`config.mk`:
```
export PLATFORM = sky130hd
export DESIGN_NAME = al_time_keeper_flat
export DESIGN_NICKNAME = d
export VERILOG_FILES = /design/src/rtl/al_time_keeper_pkg.sv /design/src/rtl/al_time_keeper_if.sv /design/src/rtl/al_bcd_mod_counter.sv /design/src/rtl/al_time_keeper.sv /design/src/flat_wrapper.sv
export SDC_FILE = /design/constraint.sdc
export NUM_CORES = 1
export LEC_CHECK = 0
export CAP_MARGIN = 40
export CORE_ASPECT_RATIO = 0.9
export CORE_MARGIN = 5
export CORE_UTILIZATION = 46
export DETAILED_ROUTE_END_ITERATION = 7
export PLACE_DENSITY = 0.73
export SLEW_MARGIN = 20
export SYNTH_ARGS = -nofsm -noshare
export SYNTH_HDL_FRONTEND = slang
export SYNTH_HIERARCHICAL = 1
export SYNTH_SLANG_ARGS = --single-unit
```
`constraint.sdc`:
```
create_clock -name clk -period 8.16 [get_ports clk]
set_input_delay 2.448 -clock clk [delete_from_list [all_inputs] [get_ports clk]]
set_output_delay 2.448 -clock clk [all_outputs]
set_load 0.05 [all_outputs]
```
`src/rtl/al_time_keeper_pkg.sv`:
```
// Shared time-keeper definitions: BCD limits, blank-digit code, default reset times.
// Also holds the BCD helper functions used by the counters and the top.
// Pure package; no state.
package al_time_keeper_pkg;

  localparam logic [7:0]  SEC_MAX         = 8'h59;
  localparam logic [7:0]  MIN_MAX         = 8'h59;
  localparam logic [7:0]  HOUR_MAX        = 8'h23;
  localparam logic [3:0]  BLANK_DIGIT     = 4'hF;
  localparam logic [15:0] DEF_RESET_TIME  = 16'h1200;
  localparam logic [15:0] DEF_RESET_ALARM = 16'h0000;

  // A digit the operator has not typed yet (BLANK_DIGIT) is never a legal value.
  function automatic logic digit_ok(input logic [3:0] d);
    return (d != BLANK_DIGIT) && (d <= 4'd9);
  endfunction

  // HHMM is loadable only if all four digits are decimal and the fields are in range.
  function automatic logic valid_hhmm(input logic [15:0] k);
    return digit_ok(k[15:12]) && digit_ok(k[11:8]) && digit_ok(k[7:4]) && digit_ok(k[3:0])
        && (k[15:8] <= HOUR_MAX) && (k[7:0] <= MIN_MAX);
  endfunction

  // Two-digit BCD increment without range wrap; callers handle their own max.
  function automatic logic [7:0] bcd_inc(input logic [7:0] v);
    if (v[3:0] == 4'd9) return {v[7:4] + 4'd1, 4'd0};
    else                return {v[7:4], v[3:0] + 4'd1};
  endfunction

  // HHMM + 9 minutes in BCD, wrapping 23:5x to 00:0x.
  function automatic logic [15:0] hhmm_plus9(input logic [15:0] t);
    logic [3:0] ht, ho, mt, mo;
    {ht, ho, mt, mo} = t;
    if (mo == 4'd0) begin
      mo = 4'd9;
    end else begin
      mo = mo - 4'd1;
      mt = mt + 4'd1;
    end
    if (mt == 4'd6) begin
      mt = 4'd0;
      if ({ht, ho} == HOUR_MAX) begin
        ht = 4'd0;
        ho = 4'd0;
      end else if (ho == 4'd9) begin
        ho = 4'd0;
        ht = ht + 4'd1;
      end else begin
        ho = ho + 4'd1;
      end
    end
    return {ht, ho, mt, mo};
  endfunction

endpackage

```
`src/rtl/al_time_keeper_if.sv`:
```
// Bundle between the alarm-clock controller/display side and the time keeper.
// master = controller side (drives strobes, reads time); slave = time keeper.
// All keeper outputs are registered.
interface al_time_keeper_if;
  logic        one_second;
  logic [15:0] key_buffer;
  logic        load_new_time;
  logic        load_alarm;
  logic        alarm_enable;
  logic        snooze;
  logic [15:0] current_time;
  logic [7:0]  current_seconds;
  logic [15:0] alarm_time;
  logic        alarm_sound;
  logic        load_error;

  modport master (
    output one_second, key_buffer, load_new_time, load_alarm, alarm_enable, snooze,
    input  current_time, current_seconds, alarm_time, alarm_sound, load_error
  );

  modport slave (
    input  one_second, key_buffer, load_new_time, load_alarm, alarm_enable, snooze,
    output current_time, current_seconds, alarm_time, alarm_sound, load_error
  );
endinterface

```
`src/rtl/al_bcd_mod_counter.sv`:
```
// Two-digit BCD counter 00..MAX with synchronous load, increment enable and carry-out.
// Latency: value updates one clock after load/inc; next_val and carry are combinational.
// No backpressure; load has priority over increment.
module al_bcd_mod_counter
  import al_time_keeper_pkg::*;
#(
  parameter logic [7:0] MAX       = 8'h59,
  parameter logic [7:0] RESET_VAL = 8'h00
) (
  input  logic       clk,
  input  logic       reset,
  input  logic       load,
  input  logic [7:0] load_val,
  input  logic       inc,
  output logic [7:0] value,
  output logic [7:0] next_val,
  output logic       carry
);

  assign carry = inc && (value == MAX);

  // Next digit pair: load wins, otherwise BCD increment wrapping MAX to 00.
  always_comb begin
    next_val = value;
    if (load) begin
      next_val = load_val;
    end else if (inc) begin
      next_val = (value == MAX) ? 8'h00 : bcd_inc(value);
    end
  end

  // Register the digit pair.
  always_ff @(posedge clk) begin
    if (reset) value <= RESET_VAL;
    else       value <= next_val;
  end

endmodule

```
`src/rtl/al_time_keeper.sv`:
```
// Time-of-day HH:MM:SS keeper with alarm setpoint and timed alarm output; AL_SNOOZE_EN adds snooze.
// Latency: every output is registered, effects show one clock after the strobe or tick.
// No backpressure: strobes are single-cycle and always accepted or flagged via load_error.
module al_time_keeper
  import al_time_keeper_pkg::*;
#(
  parameter logic [15:0] RESET_TIME       = DEF_RESET_TIME,
  parameter logic [15:0] RESET_ALARM      = DEF_RESET_ALARM,
  parameter logic [7:0]  ALARM_DURATION_S = 8'd60
) (
  input  logic             clk,
  input  logic             reset,
  al_time_keeper_if.slave  tk
);

  logic        load_ok, time_load, alarm_load, tick_cnt;
  logic [7:0]  ss_q, mm_q, hh_q, mm_next, hh_next, ss_next_unused;
  logic        ss_carry, mm_carry, hh_wrap_unused;
  logic [15:0] alarm_q, next_hhmm;
  logic [7:0]  dur_cnt;
  logic        sound_q, load_err_q;
  logic        minute_edge, hit_alarm, hit_snooze, snooze_stop, fire;

  assign load_ok    = valid_hhmm(tk.key_buffer);
  assign time_load  = tk.load_new_time && load_ok;
  assign alarm_load = tk.load_alarm && load_ok;
  // A valid time load swallows a coincident tick.
  assign tick_cnt   = tk.one_second && !time_load;

  al_bcd_mod_counter #(.MAX(SEC_MAX), .RESET_VAL(8'h00)) u_ss (
    .clk(clk), .reset(reset), .load(time_load), .load_val(8'h00), .inc(tick_cnt),
    .value(ss_q), .next_val(ss_next_unused), .carry(ss_carry)
  );
  al_bcd_mod_counter #(.MAX(MIN_MAX), .RESET_VAL(RESET_TIME[7:0])) u_mm (
    .clk(clk), .reset(reset), .load(time_load), .load_val(tk.key_buffer[7:0]), .inc(ss_carry),
    .value(mm_q), .next_val(mm_next), .carry(mm_carry)
  );
  al_bcd_mod_counter #(.MAX(HOUR_MAX), .RESET_VAL(RESET_TIME[15:8])) u_hh (
    .clk(clk), .reset(reset), .load(time_load), .load_val(tk.key_buffer[15:8]), .inc(mm_carry),
    .value(hh_q), .next_val(hh_next), .carry(hh_wrap_unused)
  );

  // Triggers only fire when counting crosses into a new minute, never on a load.
  assign next_hhmm   = {hh_next, mm_next};
  assign minute_edge = tick_cnt && ss_carry;
  assign hit_alarm   = minute_edge && tk.alarm_enable && (next_hhmm == alarm_q);
  assign fire        = hit_alarm || hit_snooze;

`ifdef AL_SNOOZE_EN
  logic [15:0] snooze_target;
  logic        snooze_armed;

  assign hit_snooze  = snooze_armed && minute_edge && tk.alarm_enable && (next_hhmm == snooze_target);
  assign snooze_stop = tk.snooze && sound_q && tk.alarm_enable && !alarm_load && !fire;

  // Snooze target: latched on snooze while sounding, dropped when it fires or is cancelled.
  always_ff @(posedge clk) begin
    if (reset) begin
      snooze_armed  <= 1'b0;
      snooze_target <= 16'h0000;
    end else if (!tk.alarm_enable || alarm_load || hit_snooze) begin
      snooze_armed  <= 1'b0;
    end else if (snooze_stop) begin
      snooze_armed  <= 1'b1;
      snooze_target <= hhmm_plus9({hh_q, mm_q});
    end
  end
`else
  logic unused_snooze;
  assign unused_snooze = tk.snooze;
  assign hit_snooze    = 1'b0;
  assign snooze_stop   = 1'b0;
`endif

  // Alarm setpoint and one-cycle rejected-load flag.
  always_ff @(posedge clk) begin
    if (reset) begin
      alarm_q    <= RESET_ALARM;
      load_err_q <= 1'b0;
    end else begin
      if (alarm_load) alarm_q <= tk.key_buffer;
      load_err_q <= (tk.load_new_time || tk.load_alarm) && !load_ok;
    end
  end

  // Alarm output and its duration countdown; counter saturates at zero.
  always_ff @(posedge clk) begin
    if (reset || !tk.alarm_enable || alarm_load) begin
      sound_q <= 1'b0;
      dur_cnt <= 8'd0;
    end else if (fire) begin
      sound_q <= 1'b1;
      dur_cnt <= ALARM_DURATION_S;
    end else if (snooze_stop) begin
      sound_q <= 1'b0;
      dur_cnt <= 8'd0;
    end else if (tk.one_second && (dur_cnt != 8'd0)) begin
      dur_cnt <= dur_cnt - 8'd1;
      if (dur_cnt == 8'd1) sound_q <= 1'b0;
    end
  end

  assign tk.current_time    = {hh_q, mm_q};
  assign tk.current_seconds = ss_q;
  assign tk.alarm_time      = alarm_q;
  assign tk.alarm_sound     = sound_q;
  assign tk.load_error      = load_err_q;

endmodule
```
`src/flat_wrapper.sv`:
```
// flat-port wrapper written by rule: the top's interface ports become plain ports
module al_time_keeper_flat import al_time_keeper_pkg::*;
#(
  parameter logic [15:0] RESET_TIME       = DEF_RESET_TIME,
  parameter logic [15:0] RESET_ALARM      = DEF_RESET_ALARM,
  parameter logic [7:0]  ALARM_DURATION_S = 8'd60
)
  (clk, reset, tk_one_second, tk_key_buffer, tk_load_new_time, tk_load_alarm, tk_alarm_enable, tk_snooze, tk_current_time, tk_current_seconds, tk_alarm_time, tk_alarm_sound, tk_load_error);
  al_time_keeper_if tk_i ();
  input  logic clk;
  input  logic reset;
  input wire logic [$bits(tk_i.one_second)-1:0] tk_one_second;
  input wire logic [$bits(tk_i.key_buffer)-1:0] tk_key_buffer;
  input wire logic [$bits(tk_i.load_new_time)-1:0] tk_load_new_time;
  input wire logic [$bits(tk_i.load_alarm)-1:0] tk_load_alarm;
  input wire logic [$bits(tk_i.alarm_enable)-1:0] tk_alarm_enable;
  input wire logic [$bits(tk_i.snooze)-1:0] tk_snooze;
  output wire logic [$bits(tk_i.current_time)-1:0] tk_current_time;
  output wire logic [$bits(tk_i.current_seconds)-1:0] tk_current_seconds;
  output wire logic [$bits(tk_i.alarm_time)-1:0] tk_alarm_time;
  output wire logic [$bits(tk_i.alarm_sound)-1:0] tk_alarm_sound;
  output wire logic [$bits(tk_i.load_error)-1:0] tk_load_error;
  assign tk_i.one_second = tk_one_second;
  assign tk_i.key_buffer = tk_key_buffer;
  assign tk_i.load_new_time = tk_load_new_time;
  assign tk_i.load_alarm = tk_load_alarm;
  assign tk_i.alarm_enable = tk_alarm_enable;
  assign tk_i.snooze = tk_snooze;
  assign tk_current_time = tk_i.current_time;
  assign tk_current_seconds = tk_i.current_seconds;
  assign tk_alarm_time = tk_i.alarm_time;
  assign tk_alarm_sound = tk_i.alarm_sound;
  assign tk_load_error = tk_i.load_error;
  al_time_keeper #(.RESET_TIME(RESET_TIME), .RESET_ALARM(RESET_ALARM), .ALARM_DURATION_S(ALARM_DURATION_S)) u_core (.clk(clk), .reset(reset), .tk(tk_i));
endmodule
```
==> key figures, run 1 <==
Critical path
  – Critical path endpoint: u_core/dur_cnt[0]
  – RR Endpoint: u_core/dur_cnt[0]
  – Kind of critical path: in2reg
  – Data required, critical path: 8.35 ns
  – Reg2reg setup slack: 3.94 ns
  – Kind of end point of the critical path: flop
  – CP max FO: 10
  – WP data arrival: 7.58 ns
  – Critical Path Start: tk_key_buffer[10]
  – CP Launch Type: input pin
  – R2R cell count: 14
  – Worst r2r src: u_core/u_ss/value[0]

Global route
  – Global Route met1 Usage: 25.1%
  – Met2 Usage GRT: 28.9%
  – Pin count of the biggest net entering global routing: 45
  – Most used routing layer: met2
  – First-pass GRT wire length: 12000 µm
  – GRT Overall Usage: 18.1%
  – GRT Residual Overflow: 0
  – Grt met3 use: 3.28%
  – Initial antenna violation count: 0
  – Number of global-route vias before repair: 2414

Detailed routing
  – Final wirelength: 7290 µm
  – 1st-iter DRT viols: 137
  – Average wire per standard cell: 15.1 µm
  – DR vias: 2540
  – ANT nets after route: 0
  – Remaining DRCs: 0
  – Initial DRT Pass Iterations: 4
  – Vias per inst: 5.26

Timing
  – Fin Clk Skew: 0.00868 ns
  – Max-slew violations: 0
  – Max-Slew Margin vs Limit: 40.8%
  – Setup TNS: 0 ns
  – Final Hold Fails: 0
  – Setup violators final: 0
  – Worst Max-Slew Pin Slew: 0.866 ns
  – Post-route minimum period: 7.39 ns
  – Unrepaired setup endpoints after global routing: false
  – Period utilisation layout: 90.6%
  – Highest Clock Rate: 0.135 GHz

Finish
  – N_diodes: 0
  – Most frequent cells in the layout: 63 x clkdlybuf4s50_1, 50 x dfxtp_1, 24 x nor2_1
  – Fillers: 608
  – Area of the multi-input gates: 0.00195 mm²
  – Non-Filler Instances: 483
  – Share of layout cells above drive strength 1: 11.2%
  – Design Area, Final: 0.00386 mm²
  – Final #Nets: 431
  – Register Area: 0.00100 mm²
  – Commonest non-fill, non-tap cell in the layout: clkdlybuf4s50_1
  – Area grow syn2layout: 26.0%

Pwr
  – Max VDD drop: 131 µV
  – Power Dens Cells: 151 mW/mm²
  – Leakage: 1.64 nW

Yosys
  – Synth warn: 6
  – Mapped Area: 0.00306 mm²
  – Gate Count Post-Synth: 325
  – Post-Syn Area per Cell: 9.42 µm²

Floorplanning
  – Die X: 96.0 µm
  – FP Rows: 28
  – DIE AREA: 0.00839 mm²
  – Core ar.: 0.00652 mm²
  – Starting Density: 47.0%
  – Ports: 65
  – Chip height: 87.4 µm

Clocking
  – Clock Sinks: 50
  – Cts hold-fix bufs: 0
  – Worst-path clk slew: 0.08 ns
  – CTS tree: built
  – CTS buffer count: 5
  – Postcts setup bufs: 0
  – # H-tree levels: 2
  – Worst-skew pair later-pin latency: 0.30 ns
  – Root buffer cell: clkbuf_8
  – Cts repair resizes: 0
  – Clock buffer depth: 2

Place
  – Inst Count DP: 476
  – DP Wirelength: 5350 µm
  – PortBufs: 63
  – GPL Wtd Cong: 0.807
  – Dpl cell area: 0.00378 mm²

Min path
  – Hold crit path type: reg2reg

Status
  – Status: finished, final reports clean

Run
  – Max-cap violations: 0
[cell type report]
class	instances	share of cell area, %
inverter	15	1.46
clock buffer	7	1.98
sequential	50	26.0
timing repair buffer	66	17.0
multi-input combinational	255	50.6
tap	90	2.92
[per-layer routing]
metal,part of all wire (%),wire [µm],up-vias
met5,0,0,-
met4,0.70,51,0
met3,4.4,321,5
met2,48,3470,53
met1,47,3450,1208
li1,-,-,1274
[through the flow]
stage	utilization (%)	power [mW]	hold slack, ns	setup WS, ns
2_1_floorplan	-	0.405	0.521	1.82
3_3_place_gp	57.8	0.441	0.459	0.526
3_5_place_dp	58.0	0.445	0.462	0.461
4_1_cts	59.2	0.587	0.474	0.782
5_1_grt	59.2	0.614	0.505	0.471
6_report	59.2	0.582	0.470	0.766
[worst min path at each step]
| stage | slack (ns) | endpoint | depth (start not counted) | from |
|---|---|---|---|---|
| after floorplan | 0.52 | u_core/dur_cnt[5] | 2 | u_core/dur_cnt[5] |
| after global placement | 0.46 | u_core/tk.alarm_sound | 2 | u_core/tk.alarm_sound |
| after detailed placement | 0.46 | u_core/tk.alarm_sound | 2 | u_core/tk.alarm_sound |
| after CTS | 0.47 | u_core/tk.alarm_sound | 2 | u_core/tk.alarm_sound |
| after global routing | 0.50 | u_core/tk.alarm_sound | 2 | u_core/tk.alarm_sound |
| final | 0.47 | u_core/tk.alarm_sound | 2 | u_core/tk.alarm_sound |
[where the power goes]
group | leakage, nW | internal, mW | switching, mW
Combinational | 1.20 | 0.0870 | 0.0880
Sequential | 0.404 | 0.255 | 0.0126
Clock | 0.0383 | 0.0593 | 0.0797
Total | 1.64 | 0.402 | 0.180
[flip-flops by register name, indices dropped and copies added, names as in the netlist]
| signal | cells |
|---|---|
| u_core/tk.alarm_time | 16 |
| u_core/dur_cnt | 8 |
| u_core/u_hh/value | 8 |
| u_core/u_mm/value | 8 |
| u_core/u_ss/value | 8 |
| u_core/tk.alarm_sound | 1 |
| u_core/tk.load_error | 1 |
[critical path, cell delays in order]
cell and delay, ns:
clkdlybuf4s50_1 0.59, o21a_1 0.14, o32ai_1 0.09, and3_1 0.18, and2_2 0.20, nor2_1 0.49, and4b_4 0.39, and2_2 0.30
and4b_4 0.34, and2_2 0.30, nand4b_4 0.23, o21a_1 0.24, o21ai_0 0.22, nand2_1 0.10, xor2_1 0.15, nor4_1 0.30
nand3_1 0.16, a2111o_1 0.50, nor3b_2 0.20
Note: power is estimated with default switching activity, not from simulation.
==> run 2: changes to the inputs <==
Settings changed: ABC_AREA from default to 1, CORE_ASPECT_RATIO 0.9 to 1.4, CORE_UTILIZATION 46 to 47.
==> run 2 against run 1 <==
Compared with the run above:
- total power grew 45%
- sequential share of layout area shrank 2.3 points
- sequential power grew 7%
- core utilization grew 1.3 points
- first-iteration DRC count grew 5.8%
- critical endpoint is now u_core/dur_cnt[7]
- largest cell class unchanged
==> key figures, run 2 <==
Critical path
  – CP Launch Type: input pin
  – WP data arrival: 6.07 ns (-1.51 ns)
  – CP max FO: 8 (-2)
  – Reg2reg setup slack: 4.98 ns (+1.04 ns)
  – Data required, critical path: 8.37 ns (+0.02 ns)
  – Kind of end point of the critical path: flop
  – R2R cell count: 24 (+10)
  – CP max stage delay: 0.54 ns (-0.05 ns)
  – Kind of critical path: in2reg
  – Worst r2r src: u_core/u_ss/value[0]
  – RR Endpoint: u_core/dur_cnt[7]
  – Crit-path most repeated cell: nand2_1
  – Critical-path top delay cell: clkdlybuf4s50_1

Timing
  – Setup violators final: 0 (unchanged)
  – Period utilisation layout: 71.8% (-19 points)
  – Worst Max-Slew Pin Slew: 0.791 ns (-0.0751 ns)
  – Unrepaired setup endpoints after global routing: false
  – Max-slew violations: 0 (unchanged)
  – Fin Clk Skew: 0.00818 ns (-0.000500 ns)
  – Post-route minimum period: 5.86 ns (-1.53 ns)
  – Max-Slew Margin vs Limit: 47.2% (+6.4 points)
  – Highest Clock Rate: 0.171 GHz (+26%)
  – Fin Hold WS: 0.475 ns (+0.00497 ns)
  – Final Hold Fails: 0 (unchanged)
  – Setup TNS: 0 ns (unchanged)

Clocking
  – Postcts setup bufs: 0 (unchanged)
  – Worst-skew pair later-pin latency: 0.31 ns (about the same)
  – Cts hold-fix bufs: 0 (unchanged)
  – Clock buffer depth: 2 (unchanged)
  – CTS buffer count: 5 (unchanged)
  – CTS tree: built
  – Worst-path clk slew: 0.09 ns (about the same)
  – Clock Sinks: 50 (unchanged)
  – Cts repair resizes: 0 (unchanged)
  – Root buffer cell: clkbuf_8
  – # H-tree levels: 2 (unchanged)

Pwr
  – Power Dens Cells: 200 mW/mm² (+32%)
  – Combinational fraction of design power: 44.8% (+15 points)
  – Cell Int Power: 0.504 mW (+25%)
  – Net Switching: 0.340 mW (+89%)
  – Max VDD drop: 103 µV (-22%)
  – Sequential power share: 34.0% (-12 points)
  – Clock power frac: 21.2% (-2.7 points)
  – Net Sw Frac: 40.3% (+9.3 points)
  – Leakage: 1.87 nW (+14%)

Detailed routing
  – Vias per inst: 4.81 (-8.6%)
  – DR vias: 3241 (+28%)
  – Average wire per standard cell: 11.6 µm (-23%)
  – Initial DRT Pass Iterations: 4 (unchanged)
  – ANT nets after route: 0 (unchanged)
  – Remaining DRCs: 0 (unchanged)
  – Final wirelength: 7820 µm (+7.2%)
  – 1st-iter DRT viols: 145 (+5.8%)

Floorplanning
  – Ports: 65 (unchanged)
  – DIE AREA: 0.00903 mm² (+7.6%)
  – Chip height: 110 µm (+26%)
  – Die X: 81.8 µm (-15%)
  – Core ar.: 0.00698 mm² (+7.1%)
  – Starting Density: 48.5% (+1.5 points)
  – FP Rows: 36 (+29%)

Global route
  – Pin count of the biggest net entering global routing: 31 (-31%)
  – Number of global-route vias before repair: 3260 (+35%)
  – Initial antenna violation count: 0 (unchanged)
  – GRT Overall Usage: 18.5% (+0.35 points)
  – First-pass GRT wire length: 13800 µm (+15%)
  – GRT Residual Overflow: 0 (unchanged)

Finish
  – Share of layout cells above drive strength 1: 13.8% (+2.6 points)
  – N_diodes: 0 (unchanged)
  – Area of the multi-input gates: 0.00203 mm² (+4.0%)
  – Area grow syn2layout: 24.7%
  – Fillers: 698 (+15%)
  – Most frequent cells in the layout: 146 x nand2_1, 70 x inv_1, 63 x clkdlybuf4s50_1
  – Final #Nets: 616 (+43%)
  – Register Area: 0.00100 mm² (unchanged)
  – Commonest non-fill, non-tap cell in the layout: nand2_1
  – Max reg flops: 16 (unchanged)

Run
  – Max-cap violations: 0 (unchanged)

Min path
  – Startpoint of the worst hold path: u_core/tk.alarm_time[7]
  – Hold path cells: 2 (unchanged)
  – Hold crit path type: reg2reg
  – Worst hold endpoint: u_core/tk.alarm_time[7]

Place
  – GPL Wtd Cong: 0.903 (+12%)
  – PortBufs: 63 (unchanged)
  – DP Wirelength: 6210 µm (+16%)

Status
  – Status: finished, final reports clean

Yosys
  – Synth warn: 6 (unchanged)
  – Post-Syn Area per Cell: 6.67 µm² (-29%)
  – Gate Count Post-Synth: 508 (+56%)
  – Mapped Area: 0.00339 mm² (+11%)
==> run 2: critical path, delay by kind of cell <==
| family | cells | cell delay, ns |
|---|---|---|
| and+or+nand+nor | 21 | 2.22 |
| buffers and inverters | 6 | 1.00 |
| AOI/OAI and AO/OA | 3 | 0.41 |
==> run 2: cell type report <==
class | instances | share of cell area, %
Sequential cell | 50 | 23.7
Timing Repair Buffer | 65 | 15.3
Clock inverter | 2 | 0.888
Tap cell | 95 | 2.81
Multi-Input combinational cell | 372 | 48.1
Clock buffer | 6 | 1.72
Inverter | 84 | 7.52
==> run 2: power groups by stage <==
stage	Sequential [mW]	Clock (mW)	Combinational [mW]
5_1_grt	0.291	0.193	0.440
6_report	0.287	0.179	0.378
2_1_floorplan	0.299	0	0.299
4_1_cts	0.287	0.183	0.380
3_3_place_gp	0.292	0	0.367
3_5_place_dp	0.292	0	0.377
==> run 2: worst max path at each step <==
stage / start / end / slack (ns)
4_1_cts: tk_key_buffer[11] / u_core/dur_cnt[7] / 2.26
3_5_place_dp: tk_key_buffer[11] / u_core/dur_cnt[7] / 1.93
5_1_grt: tk_key_buffer[11] / u_core/dur_cnt[0] / 1.91
6_report: tk_key_buffer[11] / u_core/dur_cnt[7] / 2.30
2_1_floorplan: tk_key_buffer[14] / u_core/dur_cnt[0] / 3.01
3_3_place_gp: tk_key_buffer[11] / u_core/dur_cnt[1] / 1.97
==> run 2: metal layers <==
metal / vias up / global-route usage [%] / part of all wire, %
li1: 1715 / - / -
met1: 1438 / 21.5 / 41
met2: 76 / 33.0 / 52
met3: 12 / 3.50 / 5.2
met4: 0 / 5.76 / 1.8
met5: - / 0 / 0
==> run 2: stage by stage <==
stage               power, mW  utilization [%]  cells  setup WS (ns)  area (µm²)
floorplan               0.598                -    515           3.01        3410
global placement        0.659             58.9    666           1.97        4120
detailed placement      0.670             58.9    666           1.93        4120
CTS                     0.850             60.5    674           2.26        4230
global route            0.924             60.5    674           1.91        4230
finish                  0.844             60.5    674           2.30        4230
